$ cat config.mk
export PLATFORM = sky130hd
export DESIGN_NAME = cla5_slice_sequencer
export DESIGN_NICKNAME = d
export VERILOG_FILES = /design/src/rtl/cla5_slice_sequencer.sv
export SDC_FILE = /design/constraint.sdc
export NUM_CORES = 1
export LEC_CHECK = 0
export ABC_AREA = 1
export BUFFER_PORTS_ARGS = -buffer_cell sky130_fd_sc_hd__buf_2
export CAP_MARGIN = 15
export CORE_UTILIZATION = 51
export CTS_CLUSTER_DIAMETER = 80
export DETAILED_ROUTE_END_ITERATION = 12
export PLACE_DENSITY = 0.87
export REMOVE_ABC_BUFFERS = 1
export SLEW_MARGIN = 0
export SYNTH_ARGS = -nofsm -noshare
export SYNTH_HDL_FRONTEND = slang
export SYNTH_SLANG_ARGS = --single-unit
$ cat constraint.sdc
create_clock -name clk -period 2.3 [get_ports clk]
set_input_delay 0.23 -clock clk [delete_from_list [all_inputs] [get_ports clk]]
set_output_delay 0.23 -clock clk [all_outputs]
set_load 0.005 [all_outputs]
$ cat src/rtl/cla5_slice_sequencer.sv
// Wide-operand front end for an external 5-bit CLA slice adder.
// Walks the operands LSB slice first, one slice per cycle, and returns the reassembled sum over valid/ready.
module cla5_slice_sequencer #(
  parameter  int SLICES = 4,
  localparam int WIDTH  = 5 * SLICES
) (
  input  logic             clk,
  input  logic             rst,
  input  logic             in_valid,
  output logic             in_ready,
  input  logic [WIDTH-1:0] in_a,
  input  logic [WIDTH-1:0] in_b,
  input  logic             in_cin,
  output logic [4:0]       cla_a,
  output logic [4:0]       cla_b,
  output logic             cla_cin,
  input  logic [4:0]       cla_sum,
  input  logic             cla_cout,
  output logic             out_valid,
  input  logic             out_ready,
  output logic [WIDTH-1:0] out_sum,
  output logic             out_cout,
  output logic             busy
);

  localparam int IDXW = (SLICES > 1) ? $clog2(SLICES) : 1;
  localparam logic [IDXW-1:0] LAST = IDXW'(SLICES - 1);

  typedef enum logic [1:0] {
    IDLE,
    RUN,
    DONE
  } state_t;

  state_t           state;
  state_t           state_nxt;
  logic [IDXW-1:0]  idx;
  logic             carry;
  logic [WIDTH-1:0] a_reg;
  logic [WIDTH-1:0] b_reg;
  logic [WIDTH-1:0] sum_reg;
  logic             cout_reg;
  logic             accept;
  int               base;

  assign base = 5 * int'(idx);

  always_ff @(posedge clk) begin
    if (rst) state <= IDLE;
    else     state <= state_nxt;
  end

  always_comb begin
    state_nxt = state;
    in_ready  = 1'b0;
    accept    = 1'b0;
    out_valid = 1'b0;
    busy      = 1'b0;
    cla_a     = 5'd0;
    cla_b     = 5'd0;
    cla_cin   = 1'b0;
    case (state)
      IDLE: begin
        in_ready = !rst;
        if (in_valid && !rst) begin
          accept    = 1'b1;
          state_nxt = RUN;
        end
      end
      RUN: begin
        busy    = 1'b1;
        cla_a   = a_reg[base +: 5];
        cla_b   = b_reg[base +: 5];
        cla_cin = carry;
        if (idx == LAST) state_nxt = DONE;
      end
      DONE: begin
        busy      = 1'b1;
        out_valid = 1'b1;
        if (out_ready) state_nxt = IDLE;
      end
      default: state_nxt = IDLE;
    endcase
  end

  // Operands are latched at accept so later input changes cannot disturb the slice walk.
  always_ff @(posedge clk) begin
    if (rst) begin
      idx      <= '0;
      carry    <= 1'b0;
      a_reg    <= '0;
      b_reg    <= '0;
      sum_reg  <= '0;
      cout_reg <= 1'b0;
    end else if (accept) begin
      a_reg <= in_a;
      b_reg <= in_b;
      carry <= in_cin;
      idx   <= '0;
    end else if (state == RUN) begin
      sum_reg[base +: 5] <= cla_sum;
      carry              <= cla_cout;
      if (idx == LAST) cout_reg <= cla_cout;
      else             idx      <= idx + 1'b1;
    end
  end

  assign out_sum  = sum_reg;
  assign out_cout = cout_reg;

endmodule

* After elaboration in Yosys (flattened, before gate mapping)
Index checks and enable logic that the tools add are counted.
Word-level totals: flip-flop bits (word level) 66, input port bits 51, output and inout port bits 35
Operators by class: add/subtract/negate cells 2, multiply operators 1, equality and inequality tests 6, shift-type cells 4, mux-type cells 15, bitwise operators 2, reduce and logical (&&, ||, !) cells 10
Operators by type and width (number):
- $shiftx A20 B6 Y5 | 2
- $neg A5 Y33 | 1
- $shift A5 B33 Y20 const A | 1
- $shiftx A5 B33 Y20 | 1
- $bwmux W20 | 1
- $mux W5 | 2
- $mux W1 | 8
- $mux W2 | 3
- $ne A2 B2 Y1 const B | 3
- $pmux W2 S3 | 1
- $reduce_and A3 Y1 | 2
- $mul A3 B2 Y5 const A | 1
- $eq A2 B2 Y1 const B | 2
- $reduce_and A2 Y1 | 2
- $reduce_or A2 Y1 | 2
- $add A2 B1 Y2 const B | 1
- $eq A2 B1 Y1 const B | 1
- $logic_not A2 Y1 | 1
- $not A1 Y1 | 2
- $reduce_bool A2 Y1 | 1
- $logic_and A1 B1 Y1 | 1
- $logic_not A1 Y1 | 1

* Longest topological paths before layout
depth in word-level cells 6, mapped depth 8, mapped depth without buffers 7

* Worst setup path before layout
OpenSTA, ideal clock, no wires.
kind reg2reg, start point reg idx[0], end point reg sum_reg[10], in the netlist out_sum[10], setup time 0.071 ns, data arrival time 1.555 ns, slack 0.675 ns, cell stages (with the launch flop) 9, path buffers 2, period minus slack after synthesis 1.625 ns, path through dfxtp_1 > buf_6 > inv_2 > buf_2 > ha_1 > nand2_1 > nor3_4 > nand2_1 > a21oi_1
On the way: longest elaborated chain between the ends 4, elaborated cells between the ends (all ways) 5, those cells by class 1 x add/sub; 1 x mul; 2 x shift; 1 x mux
Ends and longest elaborated chain:
- from (decl) | line 37 | logic [IDXW-1:0] idx;
- from (signal assigned) | line 104 | else idx <= idx + 1'b1;
- $mul A3 B2 Y5 (*) | line 46 | assign base = 5 * int'(idx);
- $neg A5 Y33 (*) | line 101 | sum_reg[base +: 5] <= cla_sum;
- $shiftx A5 B33 Y20 / $shift A5 B33 Y20 (equally long branches) | line 101
- $bwmux W20 (*) | line 101
- to (signal, indexed assignment) | line 101
- to (decl) | line 41 | logic [WIDTH-1:0] sum_reg;
Every way passes the cells marked *; elsewhere a longest branch is shown, timed or not. A chain may end at the register's enable or synchronous reset.

* Worst setup path after layout
start point reg state[1], end point out cla_b[1]
On the way: longest elaborated chain between the ends 2
Ends and longest elaborated chain:
- from (decl) | line 35 | state_t state;
- from (signal assigned) | line 50 | else state <= state_nxt;
- $eq A2 B1 Y1 | line 62 | case (state)
- $mux W5 | line 62
- to (decl) | line 15 | output logic [4:0] cla_b,
No other way between the ends.

==> PnR_summary.wiki <==
{| class="wikitable"
! Metric !! Value
|-
| Placed Cells incl. Taps || 532
|-
| Layout filler cell count || 490
|-
| Nets@finish || 532
|-
| Number of cells on the worst hold path || 3
|-
| Placed wire-length estimate || 4.945 mm
|-
| Measured slew at the worst slew-check pin || 0.4653 ns
|-
| Hold EP || b_reg[19]
|-
| Deepest level of the CTS H-tree || 3
|-
| Total setup buffers inserted after CTS || 0
|-
| Flip-flop and latch count after synthesis || 66
|-
| Class of the most critical setup path || reg2out
|-
| Pin count of the biggest net entering global routing || 35
|-
| Synthesized-area fraction occupied by xor and xnor cells || 0%
|-
| Core area || 0.005574 sq mm
|-
| Number of buffers on the longest clock path || 2
|-
| Yosys Warn Count || 0
|-
| Sequential-to-total area share from yosys stat || 44.44%
|-
| CP endpoint kind || output port
|-
| Routed wire length || 6.988 mm
|-
| TritonCTS clock tree || built
|-
| Worst slew margin relative to its limit || 68.98%
|-
| Largest delay contributor family on the critical path || buffers and inverters
|-
| Yosys top cell by area || sky130_fd_sc_hd__dfxtp_1
|-
| DRT met1 WL || 3.042 mm
|-
| Initial core utilization || 53.33%
|-
| Number of violations of the max-capacitance limit || 0
|-
| Via-to-Cell Ratio || 5.204
|-
| Post-synthesis share of cell area spent on and, or, nand and nor gates || 24.07%
|-
| Most repeated library cell on the critical path || sky130_fd_sc_hd__inv_1
|-
| Die extent in x || 78.35 um
|-
| Main combinational cell family by area after synthesis || simple AND/OR/NAND/NOR gates
|-
| Fraction of the mapped netlist area in adder cells || 4.209%
|-
| Outcome || complete, no violations
|-
| Number of DRC violations after detailed routing || 0
|-
| Final weighted congestion in routability-driven placement || 0.7948
|-
| Reg-to-reg critical path startpoint || idx[0]
|-
| Fmax || 488.5 MHz
|-
| Crit Reg-Reg Endpoint || out_sum[8]
|-
| Post-Place Worst Slack || 0.6334 ns
|-
| Number of ports placed on the die boundary || 86
|-
| Number of antenna violations at the first check in global routing || 0
|-
| Worst R2R Path Depth || 6
|-
| Standard cell area after detailed placement || 0.003376 sq mm
|-
| Overall die area || 0.006139 sq mm
|-
| Post-DRT Antenna Nets || 0
|-
| Post-route insts no fill || 548
|-
| Number of iterations in the first detailed-routing pass || 4
|-
| TNS Setup || 0 ns
|-
| Footprint of the multi-input gates || 0.001334 sq mm
|-
| Final Worst Setup Slack || 0.2529 ns
|-
| Wire length of the first global-routing pass || 11.63 mm
|-
| Final Max Tran Viols || 0
|-
| TritonCTS buffer count || 9
|-
| Post-CTS Resized || 0
|-
| Post-route clock period utilization || 89.00%
|-
| Type of the worst min-delay path || in2reg
|-
| Number of buffers inserted for hold repair after clock tree synthesis || 0
|-
| Most area-consuming cells after synthesis || sky130_fd_sc_hd__dfxtp_1 44%, sky130_fd_sc_hd__nand3_1 11%, sky130_fd_sc_hd__nand2_1 9.0%
|-
| DRT iter0 DRCs || 146
|-
| Area added between synthesis and finish || 19.36%
|-
| Cell leakage power || 1.657 nW
|-
| Total power density per cell area || 721.8 mW/mm^2
|-
| Final setup fails || 0
|-
| Worst R2R Setup Slack || 0.66 ns
|-
| Post-synth top area share || 44.44%
|-
| Clock-pin slew of the registers on the worst-case setup and hold paths || 0.07 ns
|-
| Post-Synthesis Cell Area || 0.002973 sq mm
|-
| GRT Total Usage || 24.22%
|-
| Post-Synthesis Mean Instance Area || 7.526 sq um
|-
| Critical-path cell with the highest stage delay || sky130_fd_sc_hd__ha_1
|-
| Clock Skew || 0.006781 ns
|-
| Min-delay src || in_b[19]
|-
| Clock latency of the later-clocked register in the worst-skew pair || 0.33 ns
|-
| Wire per inst || 12.75 um
|-
| Antenna Diode Count || 0
|-
| TritonCTS sink count || 66
|-
| Critical path startpoint category || register
|-
| Detailed-routed wire length on met3 || 336 um
|-
| Tmin final || 2.047 ns
|-
| Share of cell area taken by muxes after synthesis || 0%
|-
| Number of global-route vias before repair || 2669
|-
| Combined buffer and inverter count along the critical path || 3
|-
| CP max FO || 12
|-
| Cell chosen for the clock root || sky130_fd_sc_hd__clkbuf_8
|-
| Via count of the routed design || 2852
|-
| FP Rows || 27
|-
| CP Cell Sequence || inv_1, ha_1, inv_1, a21oi_1, buf_2
|-
| Number of library cell types mapped by synthesis || 22
|-
| Area used by sequential logic in the layout || 0.001321 sq mm
|-
| Gr ovfl total || 0
|-
| Synthesized netlist cell count || 395
|-
| Arrival @ worst endpoint || 1.82 ns
|-
| Total power || 0.002561 W
|-
| Critical path data required time || 2.07 ns
|-
| Met2 Routed Length || 3.420 mm
|-
| Port bufs || 85
|-
| Proportion of layout cells with a drive suffix above 1 || 24.58%
|-
| Topmost layer with routed signal wires || met4
|-
| Unrepaired setup endpoints after global routing || no
|-
| Largest incremental delay on the critical path || 0.38 ns
|-
| Compound-Gate Fraction of Synth Area || 16.58%
|-
| Worst VDD drop || 0.0004370 V
|-
| Endpoints failing hold || 0
|-
| Final design area excluding fillers || 0.003548 sq mm
|-
| Die Y || 78.35 um
|}
==> cell usage after synthesis (all sizes together) <==
library cell	count
a21oi	50
a22oi	5
buf	22
clkbuf	5
dfxtp	66
ha	10
inv	40
nand2	76
nand3	66
nand4	1
nor2	11
nor3	2
o21ai	41
==> per-layer routing <==
| metal | GRT usage (%) | up-vias |
|---|---|---|
| li1 | - | 1461 |
| met1 | 28.64 | 1290 |
| met2 | 41.93 | 80 |
| met3 | 3.953 | 21 |
| met4 | 12.78 | 0 |
| met5 | 0 | - |
==> worst max-delay path by stage <==
| stage | startpoint | endpoint | slack [ns] | cells past startpoint |
|---|---|---|---|---|
| finish | state[1] | cla_b[1] | 0.25 | 5 |
| global route | state[1] | cla_a[4] | 0.16 | 5 |
| CTS | state[1] | cla_b[1] | 0.28 | 5 |
| detailed placement | state[1] | cla_b[1] | 0.63 | 5 |
| global placement | state[1] | cla_b[3] | 0.70 | 5 |
| floorplan | idx[0] | out_sum[10] | 0.24 | 6 |
==> cell usage in the layout (no fill, tap or decap) <==
cell type and count:
sky130_fd_sc_hd__ha_1 10, sky130_fd_sc_hd__nand4_1 1, sky130_fd_sc_hd__nand2_1 71, sky130_fd_sc_hd__buf_4 7, sky130_fd_sc_hd__inv_4 1, sky130_fd_sc_hd__a22oi_1 5, sky130_fd_sc_hd__nand2_2 5, sky130_fd_sc_hd__clkbuf_1 2
sky130_fd_sc_hd__o21ai_1 7, sky130_fd_sc_hd__nand3_2 1, sky130_fd_sc_hd__dfxtp_1 66, sky130_fd_sc_hd__buf_2 85, sky130_fd_sc_hd__a21oi_1 50, sky130_fd_sc_hd__nor3_4 2, sky130_fd_sc_hd__nand3_1 65, sky130_fd_sc_hd__nor2_1 10
sky130_fd_sc_hd__clkinv_2 1, sky130_fd_sc_hd__clkbuf_8 10, sky130_fd_sc_hd__inv_1 38, sky130_fd_sc_hd__inv_2 1, sky130_fd_sc_hd__o21ai_0 34, sky130_fd_sc_hd__nor2_2 1, sky130_fd_sc_hd__clkinvlp_4 3
==> area by class of cell <==
| type | count | share of cell area, % |
|---|---|---|
| clock buffer | 12 | 4.090 |
| clock inverter | 4 | 0.7757 |
| inverter | 40 | 4.302 |
| multi-input combinational | 262 | 37.59 |
| sequential | 66 | 37.24 |
| tap | 72 | 2.539 |
| timing repair buffer | 92 | 13.47 |
==> power by group <==
group          internal [W]  switching (W)  total (W)
logic              0.000163       0.000295   0.000459
registers           0.00123      0.0000339    0.00126
clock network      0.000419       0.000422   0.000841
==> worst register-to-register path: stages (launching register included) <==
cell	delay, ns
sky130_fd_sc_hd__dfxtp_1	0.34
sky130_fd_sc_hd__inv_2	0.17
sky130_fd_sc_hd__ha_1	0.46
sky130_fd_sc_hd__inv_1	0.06
sky130_fd_sc_hd__nor2_1	0.31
sky130_fd_sc_hd__a22oi_1	0.12
sky130_fd_sc_hd__nor2_1	0.11
==> kinds of logic (layout without fill, tap and decap cells) <==
kind of cell	count (synthesis)	in the layout
adder cells (fa/ha/maj)	10	10
flip-flops	66	66
buffers and inverters	67	148
AND/OR/NAND/NOR	156	156
AO/OA/AOI/OAI	96	96
==> stage by stage <==
| stage | hold slack [ns] | utilization, % |
|---|---|---|
| floorplan | 0.2991 | - |
| global placement | 0.4491 | 60.56 |
| detailed placement | 0.4517 | 60.56 |
| CTS | 0.1146 | 63.66 |
| global route | 0.1269 | 63.66 |
| finish | 0.1163 | 63.66 |
Note: power is estimated with default switching activity, not from simulation.
